$ cat src/rtl/fft_frame_aligner.sv
// Frames an arbitrary-length AXI-Stream sample stream into FFT_LEN-sample frames,
// zero-padding any frame that a host tlast cuts short.
module fft_frame_aligner #(
    parameter int unsigned FFT_LEN = 1024,
    parameter int unsigned DATA_W  = 32
) (
    input  logic              aclk,
    input  logic              aresetn,
    input  logic [DATA_W-1:0] s_axis_tdata,
    input  logic              s_axis_tvalid,
    output logic              s_axis_tready,
    input  logic              s_axis_tlast,
    output logic [DATA_W-1:0] m_axis_tdata,
    output logic              m_axis_tvalid,
    input  logic              m_axis_tready,
    output logic              m_axis_tlast,
    output logic [15:0]       frame_cnt,
    output logic [15:0]       pad_cnt,
    output logic              busy
);
    localparam int unsigned      IDX_W    = $clog2(FFT_LEN);
    localparam logic [IDX_W-1:0] IDX_LAST = IDX_W'(FFT_LEN - 1);

    typedef enum logic {
        ST_PASS = 1'b0,
        ST_PAD  = 1'b1
    } state_e;

    state_e            state_q, state_d;
    logic [DATA_W-1:0] data_q, data_d;
    logic              valid_q, valid_d;
    logic              last_q, last_d;
    logic [IDX_W-1:0]  idx_q, idx_d;
    logic [15:0]       frame_cnt_q, frame_cnt_d;
    logic [15:0]       pad_cnt_q, pad_cnt_d;
    logic              busy_q, busy_d;

    logic             out_hs;
    logic             out_free;
    logic             in_hs;
    logic [IDX_W-1:0] pos_next;

    assign out_hs        = valid_q && m_axis_tready;
    assign out_free      = !valid_q || m_axis_tready;
    assign s_axis_tready = (state_q == ST_PASS) && out_free;
    assign in_hs         = s_axis_tvalid && s_axis_tready;
    // Frame position of whatever gets loaded into the output register this cycle.
    assign pos_next      = out_hs ? idx_q + IDX_W'(1) : idx_q;

    always_comb begin
        state_d     = state_q;
        data_d      = data_q;
        valid_d     = valid_q;
        last_d      = last_q;
        idx_d       = pos_next;
        frame_cnt_d = frame_cnt_q;
        pad_cnt_d   = pad_cnt_q;

        if (out_hs) begin
            valid_d = 1'b0;
        end
        if (out_hs && last_q) begin
            frame_cnt_d = frame_cnt_q + 16'd1;
        end

        case (state_q)
            ST_PASS: begin
                if (in_hs) begin
                    data_d  = s_axis_tdata;
                    valid_d = 1'b1;
                    last_d  = (pos_next == IDX_LAST);
                    if (s_axis_tlast && (pos_next != IDX_LAST)) begin
                        state_d   = ST_PAD;
                        pad_cnt_d = pad_cnt_q + 16'd1;
                    end
                end
            end
            ST_PAD: begin
                // Once the closing zero is loaded, wait for its handshake before resuming.
                if (valid_q && last_q) begin
                    if (out_hs) begin
                        state_d = ST_PASS;
                    end
                end else if (out_free) begin
                    data_d  = '0;
                    valid_d = 1'b1;
                    last_d  = (pos_next == IDX_LAST);
                end
            end
            default: state_d = ST_PASS;
        endcase

        busy_d = (idx_d != '0) || valid_d;
    end

    always_ff @(posedge aclk) begin
        if (!aresetn) begin
            state_q     <= ST_PASS;
            data_q      <= '0;
            valid_q     <= 1'b0;
            last_q      <= 1'b0;
            idx_q       <= '0;
            frame_cnt_q <= '0;
            pad_cnt_q   <= '0;
            busy_q      <= 1'b0;
        end else begin
            state_q     <= state_d;
            data_q      <= data_d;
            valid_q     <= valid_d;
            last_q      <= last_d;
            idx_q       <= idx_d;
            frame_cnt_q <= frame_cnt_d;
            pad_cnt_q   <= pad_cnt_d;
            busy_q      <= busy_d;
        end
    end

    assign m_axis_tdata  = data_q;
    assign m_axis_tvalid = valid_q;
    assign m_axis_tlast  = last_q;
    assign frame_cnt     = frame_cnt_q;
    assign pad_cnt       = pad_cnt_q;
    assign busy          = busy_q;

endmodule

$ cat config.mk
export PLATFORM = sky130hd
export DESIGN_NAME = fft_frame_aligner
export DESIGN_NICKNAME = d
export VERILOG_FILES = /design/src/rtl/fft_frame_aligner.sv
export SDC_FILE = /design/constraint.sdc
export NUM_CORES = 1
export LEC_CHECK = 0
export ABC_AREA = 0
export CELL_PAD_IN_SITES_DETAIL_PLACEMENT = 1
export CELL_PAD_IN_SITES_GLOBAL_PLACEMENT = 1
export CORE_AREA = 2 2 100 102
export DETAILED_ROUTE_END_ITERATION = 8
export DIE_AREA = 0 0 102 104
export HOLD_SLACK_MARGIN = 0.05
export PLACE_DENSITY_LB_ADDON = 0.1
export SLEW_MARGIN = 20
export SYNTH_ARGS = -nofsm -noshare
export SYNTH_HDL_FRONTEND = slang
export SYNTH_SLANG_ARGS = --single-unit
$ cat constraint.sdc
create_clock -name aclk -period 5.6 [get_ports aclk]
set_input_delay 1.12 -clock aclk [delete_from_list [all_inputs] [get_ports aclk]]
set_output_delay 1.12 -clock aclk [all_outputs]
set_load 0.02 [all_outputs]
==> impl_metrics.toml, run 1 <==
[sta]
layout_min_cycle_time_ns = 3.94
fmax_mhz = 254
hold_viol_final = 0
rsz0062_at_grt = "false"
fin_tns_setup_ns = 0
fin_skew_ns = 0.00826
finalSetupViolations = 0
worstMarginPinSlew_ns = 0.923
slew_viol_final = 0
fin_crit_sh_pct = 70.4
timing.slew.headroom_pct = 38.4

[clock_network]
numClockSinks = 78
path_clk_slew_ns = 0.08
clk_path_buf_depth = 2
cts_buffers = 9
cts_root_buffer = "clkbuf_8"
cts_tree = "done"
cts.repair.resized = 0
postCtsSetupBuffers = 0
ctsHoldBuffers = 0
clkLatencyLatePin_ns = 0.35
cts-htree-levels = 3

[power]
power.leakage_nw = 1.68
cellPowerDensity_nw_per_um2 = 258
peakVddDrop_uv = 135
power_mw = 1.25

[detailed_routing]
postRouteAntennaNets = 0
viasPerCell = 5.20
vias = 3328
routedWlPerCell_um = 15.7
drt_wl_total_mm = 10.0
drc = 0
dr.first_iter.drc_count = 84
first_pass_iters = 5

[placement]
dp.cells = 624
gp_congestion = 0.774
io_buffers = 104
dp_hpwl_mm = 6.91

[finish]
drive_gt1_share_pct = 5.33
nets = 542
insertedDiodeCount = 0
syn2layout_area_growth_pct = 39.3
final_cells = 640

[worst_setup_path]
cp_max_fo = 10
critical_path_required_ns = 4.48
end_kind = "primary output"
critical_path_arrival_ns = 2.82
crit_type = "in2out"
cp-start-kind = "input pin"

[synthesis]
yosysMostFrequentCell = "dfxtp_1"
synth_cell_type_count = 46
netlist_top_cells_count = "dfxtp_1 (78), nand2_1 (58), a21oi_1 (50)"
synth_area_um2 = 3480
syn_nets = 449
yosys_register_bits = 78
synth-async-reset-ratio_pct = 0
syn-instance-count = 409
seq_area_frac_synth_pct = 44.9
synth_warnings = 0
avgSynthCellArea_um2 = 8.50
synth_area_leaders = "dfxtp_1 (45%), a21oi_1 (7.2%), nand3b_1 (7.1%), nand2_1 (6.3%), xor2_1 (3.5%)"
yosys.area.top_type = "dfxtp_1"
synth_edf_count = 0
synthFlopType = "dfxtp_1"
synth_top_area_share_pct = 44.9

[grt]
overflow = 0
grt_max_degree = 51
antenna_found_initial = 0
track_usage_pct = 19.6
grt_pass1_vias = 3502
grt_pass1_wl_mm = 16.6

[floorplan]
row_count = 36
io_pins = 105
die_h_um = 104
die_area_um2 = 10600
initial_core_util_pct = 36.4
coreArea_um2 = 9550
die_w_um = 102

[run_status]
run_status = "finished, final reports clean"

[hold_path]
hp-class = "reg2reg"

[run]
max-cap-violations = 0
## cell usage in the layout (no fill, tap or decap), drive strengths merged, types with 5 or more instances in the layout
cell           Yosys  layout
nand2             58      58
o31ai             10      10
nor2              28      28
o21ai              6       6
nand3             19      19
nand3b            33      33
or4                8       8
clkbuf            20      13
clkdlybuf4s50      0     104
xnor2              6       6
and3               6       6
nand4             12      12
a21oi             50      50
dfxtp             78      78
xor2              14      14
nor4               6       6
buf                7       5
## sequential cells by signal, summed over array words and instances (netlist names)
register,flops
m_axis_tvalid,1
frame_cnt,16
m_axis_tdata,32
busy,1
m_axis_tlast,1
idx_q,10
pad_cnt,16
state_q,1
## worst paths after layout
check | depth (start not counted) | slack [ns] | from | endpoint
worst max-delay path | 4 | 1.66 | m_axis_tready | s_axis_tready
worst min-delay path | 2 | 0.45 | m_axis_tdata[21]$_SDFFE_PN0P_ | m_axis_tdata[21]$_SDFFE_PN0P_
worst max register to register | 8 | 3.03 | idx_q[0]$_SDFF_PN0_ | pad_cnt[13]$_SDFFE_PN0P_
worst min register to register | 2 | 0.45 | m_axis_tdata[21]$_SDFFE_PN0P_ | m_axis_tdata[21]$_SDFFE_PN0P_
## cells by family after synthesis
family / share of synthesized area, %
flops: 44.9
xor+xnor: 5.04
compound gates: 13.7
simple gates: 30.1
fa+ha+maj: 1.08
mux: 1.15
buf+inv: 3.99
## cell type report
cell class / count / area (um2)
Fill cell: 1141 / 4700
Multi-Input combinational cell: 300 / 1790
Sequential cell: 78 / 1560
Timing Repair Buffer: 109 / 1080
Clock buffer: 13 / 169
Tap cell: 133 / 166
Clock inverter: 3 / 65.1
Inverter: 4 / 15.0
## where the power goes
| group | internal (mW) | total, mW | switching [mW] |
|---|---|---|---|
| clock network | 0.287 | 0.495 | 0.208 |
| registers | 0.574 | 0.587 | 0.0127 |
| logic | 0.0799 | 0.168 | 0.0878 |
| total | 0.941 | 1.25 | 0.308 |
## through the flow
| step | utilization, % | hold WS, ns | setup WS (ns) | area [um2] |
|---|---|---|---|---|
| CTS | 50.7 | 0.455 | 1.66 | 4840 |
| floorplan | - | 0.499 | 2.75 | 3480 |
| finish | 50.7 | 0.453 | 1.66 | 4840 |
| global route | 50.7 | 0.485 | 1.60 | 4840 |
| detailed placement | 48.3 | 0.444 | 1.67 | 4610 |
| global placement | 48.3 | 0.437 | 1.72 | 4610 |
## critical path, cell delays in order
cell and delay (ns):
clkdlybuf4s50_1 0.67, inv_1 0.08, a21oi_1 0.28, clkdlybuf4s50_1 0.67
## layer usage
metal / GRT usage [%] / share of wire, %
met5: 0 / 0
met2: 31.4 / 47
met1: 24.1 / 43
met3: 6.59 / 7.5
met4: 7.24 / 1.7
No activity file was read; power rests on OpenSTA's default activity.
==> run 2: changes to the inputs <==
- CORE_AREA: 2 2 100 102 -> 2 2 105 107
- DIE_AREA: 0 0 102 104 -> 0 0 107 109
- clock period: 5.6 -> 3.7 ns (I/O delays scaled with it)
==> run 2 against run 1 <==
  * Register-to-register slack got worse by 1.9 ns
  * Final cell count rose by 1.4%
  * Clock skew rose by 0.00061 ns
  * Power rose by 42%
  * Setup slack got worse by 1.1 ns
  * Die area is 9.9% higher
  * Global-route usage down 1.7 points
  * Worst hold slack about the same
  * Core utilization is 5.1 points lower
  * Sequential share of layout area up 0.050 points
  * Count of clock-buffer cells in the layout down 3
==> impl_metrics.toml, run 2 (synthesis results as in run 1) <==
[detailed_routing]
routedWlPerCell_um = 15.4
drt_wl_total_mm = 9.99
drc = 0
viasPerCell = 5.08
dr.first_iter.drc_count = 102
postRouteAntennaNets = 0
first_pass_iters = 4
vias = 3294

[finish]
final_cell_mix = "clkdlybuf4s50_1 (104), dfxtp_1 (78), nand2_1 (58)"
insertedDiodeCount = 0
nets = 544
syn2layout_area_growth_pct = 39.1
final_common_cell = "clkdlybuf4s50_1"
regArea_um2 = 1560
drive_gt1_share_pct = 5.70
largest_reg_flops = 32
nFillCells = 1242
multi_input_area_um2 = 1790

[placement]
dp_hpwl_mm = 6.84
io_buffers = 104
gp_congestion = 0.819

[grt]
grt_pass1_vias = 3455
track_usage_pct = 17.9
grt_pass1_wl_mm = 16.7
grt_max_degree = 58
antenna_found_initial = 0
overflow = 0

[sta]
layout_min_cycle_time_ns = 3.19
fin_hold_ws_ns = 0.454
finalSetupViolations = 0
timing.slew.headroom_pct = 71.0
slew_viol_final = 0
hold_viol_final = 0
worstMarginPinSlew_ns = 0.432
fin_crit_sh_pct = 86.2
fin_tns_setup_ns = 0
fin_skew_ns = 0.00887
fmax_mhz = 313
rsz0062_at_grt = "false"

[clock_network]
clkLatencyLatePin_ns = 0.34
postCtsSetupBuffers = 0
cts_tree = "done"
ctsHoldBuffers = 0
numClockSinks = 78
clk_path_buf_depth = 2
cts-htree-levels = 3
path_clk_slew_ns = 0.08
cts_buffers = 9
cts_root_buffer = "clkbuf_8"
cts.repair.resized = 0

[worst_setup_path]
cp_top_family = "buffers and inverters"
cp_common_cell = "clkdlybuf4s50_1"
cpMaxStageDelayCell = "clkdlybuf4s50_1"
end_kind = "primary output"
cp_max_fo = 10
cp_slowest_stage_delay_ns = 0.68
critical_path_arrival_ns = 2.45
crit_type = "in2out"
cp-start-kind = "input pin"
critical_path_required_ns = 2.96
crit_chain = "clkdlybuf4s50_1 -> inv_1 -> a21oi_1 -> clkdlybuf4s50_1"
critical_path_buf_inv_count = 3

[run]
max-cap-violations = 0

[floorplan]
initial_core_util_pct = 32.8
io_pins = 105
die_h_um = 109
coreArea_um2 = 10600
die_w_um = 107
die_area_um2 = 11700
row_count = 38

[run_status]
run_status = "finished, final reports clean"

[power]
cellPowerDensity_nw_per_um2 = 368
power.leakage_nw = 1.66
peakVddDrop_uv = 205

[hold_path]
hp-class = "reg2reg"
run 2: cell count changes in the layout (fill, tap and decap cells not counted):
cell        change
buf_12          +1
buf_4           +1
bufinv_16       -1
clkbuf_8        -3
clkinv_2        +1
clkinvlp_4      +3
run 2: path summary, 6_finish.rpt:
check	end	cells after the start	slack (ns)	start
setup / recovery	s_axis_tready	4	0.51	m_axis_tready
hold / removal	m_axis_tdata[3]$_SDFFE_PN0P_	2	0.45	m_axis_tdata[3]$_SDFFE_PN0P_
setup reg to reg	pad_cnt[9]$_SDFFE_PN0P_	8	1.13	idx_q[0]$_SDFF_PN0_
hold reg to reg	m_axis_tdata[3]$_SDFFE_PN0P_	2	0.45	m_axis_tdata[3]$_SDFFE_PN0P_
run 2: through the flow:
stage	std cells	total power [mW]	worst slack, ns	utilization, %	instance area (um2)
floorplan	409	1.04	1.29	-	3480
global placement	633	1.16	0.429	43.8	4650
detailed placement	633	1.17	0.295	43.8	4650
CTS	649	1.81	0.503	45.6	4840
global route	649	1.87	0.431	45.6	4840
finish	649	1.78	0.509	45.6	4840
run 2: layout make-up:
type	count	area share, %
flip-flops and latches	78	32.3
multi-input cells	300	37.0
clock buffers	10	2.64
inverters	4	0.310
well taps	140	3.62
repair buffers	111	22.9
clock inverters	6	1.29
run 2: power breakdown:
part | switching [mW] | leakage, nW | internal, mW
sequential | 0.0198 | 0.635 | 0.869
combinational | 0.133 | 0.937 | 0.124
clock | 0.323 | 0.0883 | 0.310
run 2: routing by layer:
layer	GRT usage (%)	vias to the layer above	wire length [um]
met4	7.05	0	187
li1	-	1641	-
met5	0	-	0
met3	5.56	14	632
met2	28.0	78	4420
met1	23.2	1561	4750
run 2: worst register-to-register path, delay by kind of cell, from the launching register on:
family	cells	cell delay (ns)
AND/OR/NAND/NOR	2	0.61
buffers and inverters	1	0.23
flip-flops	1	0.51
AO/OA/AOI/OAI	4	0.83
adder cells (fa/ha/maj)	1	0.32
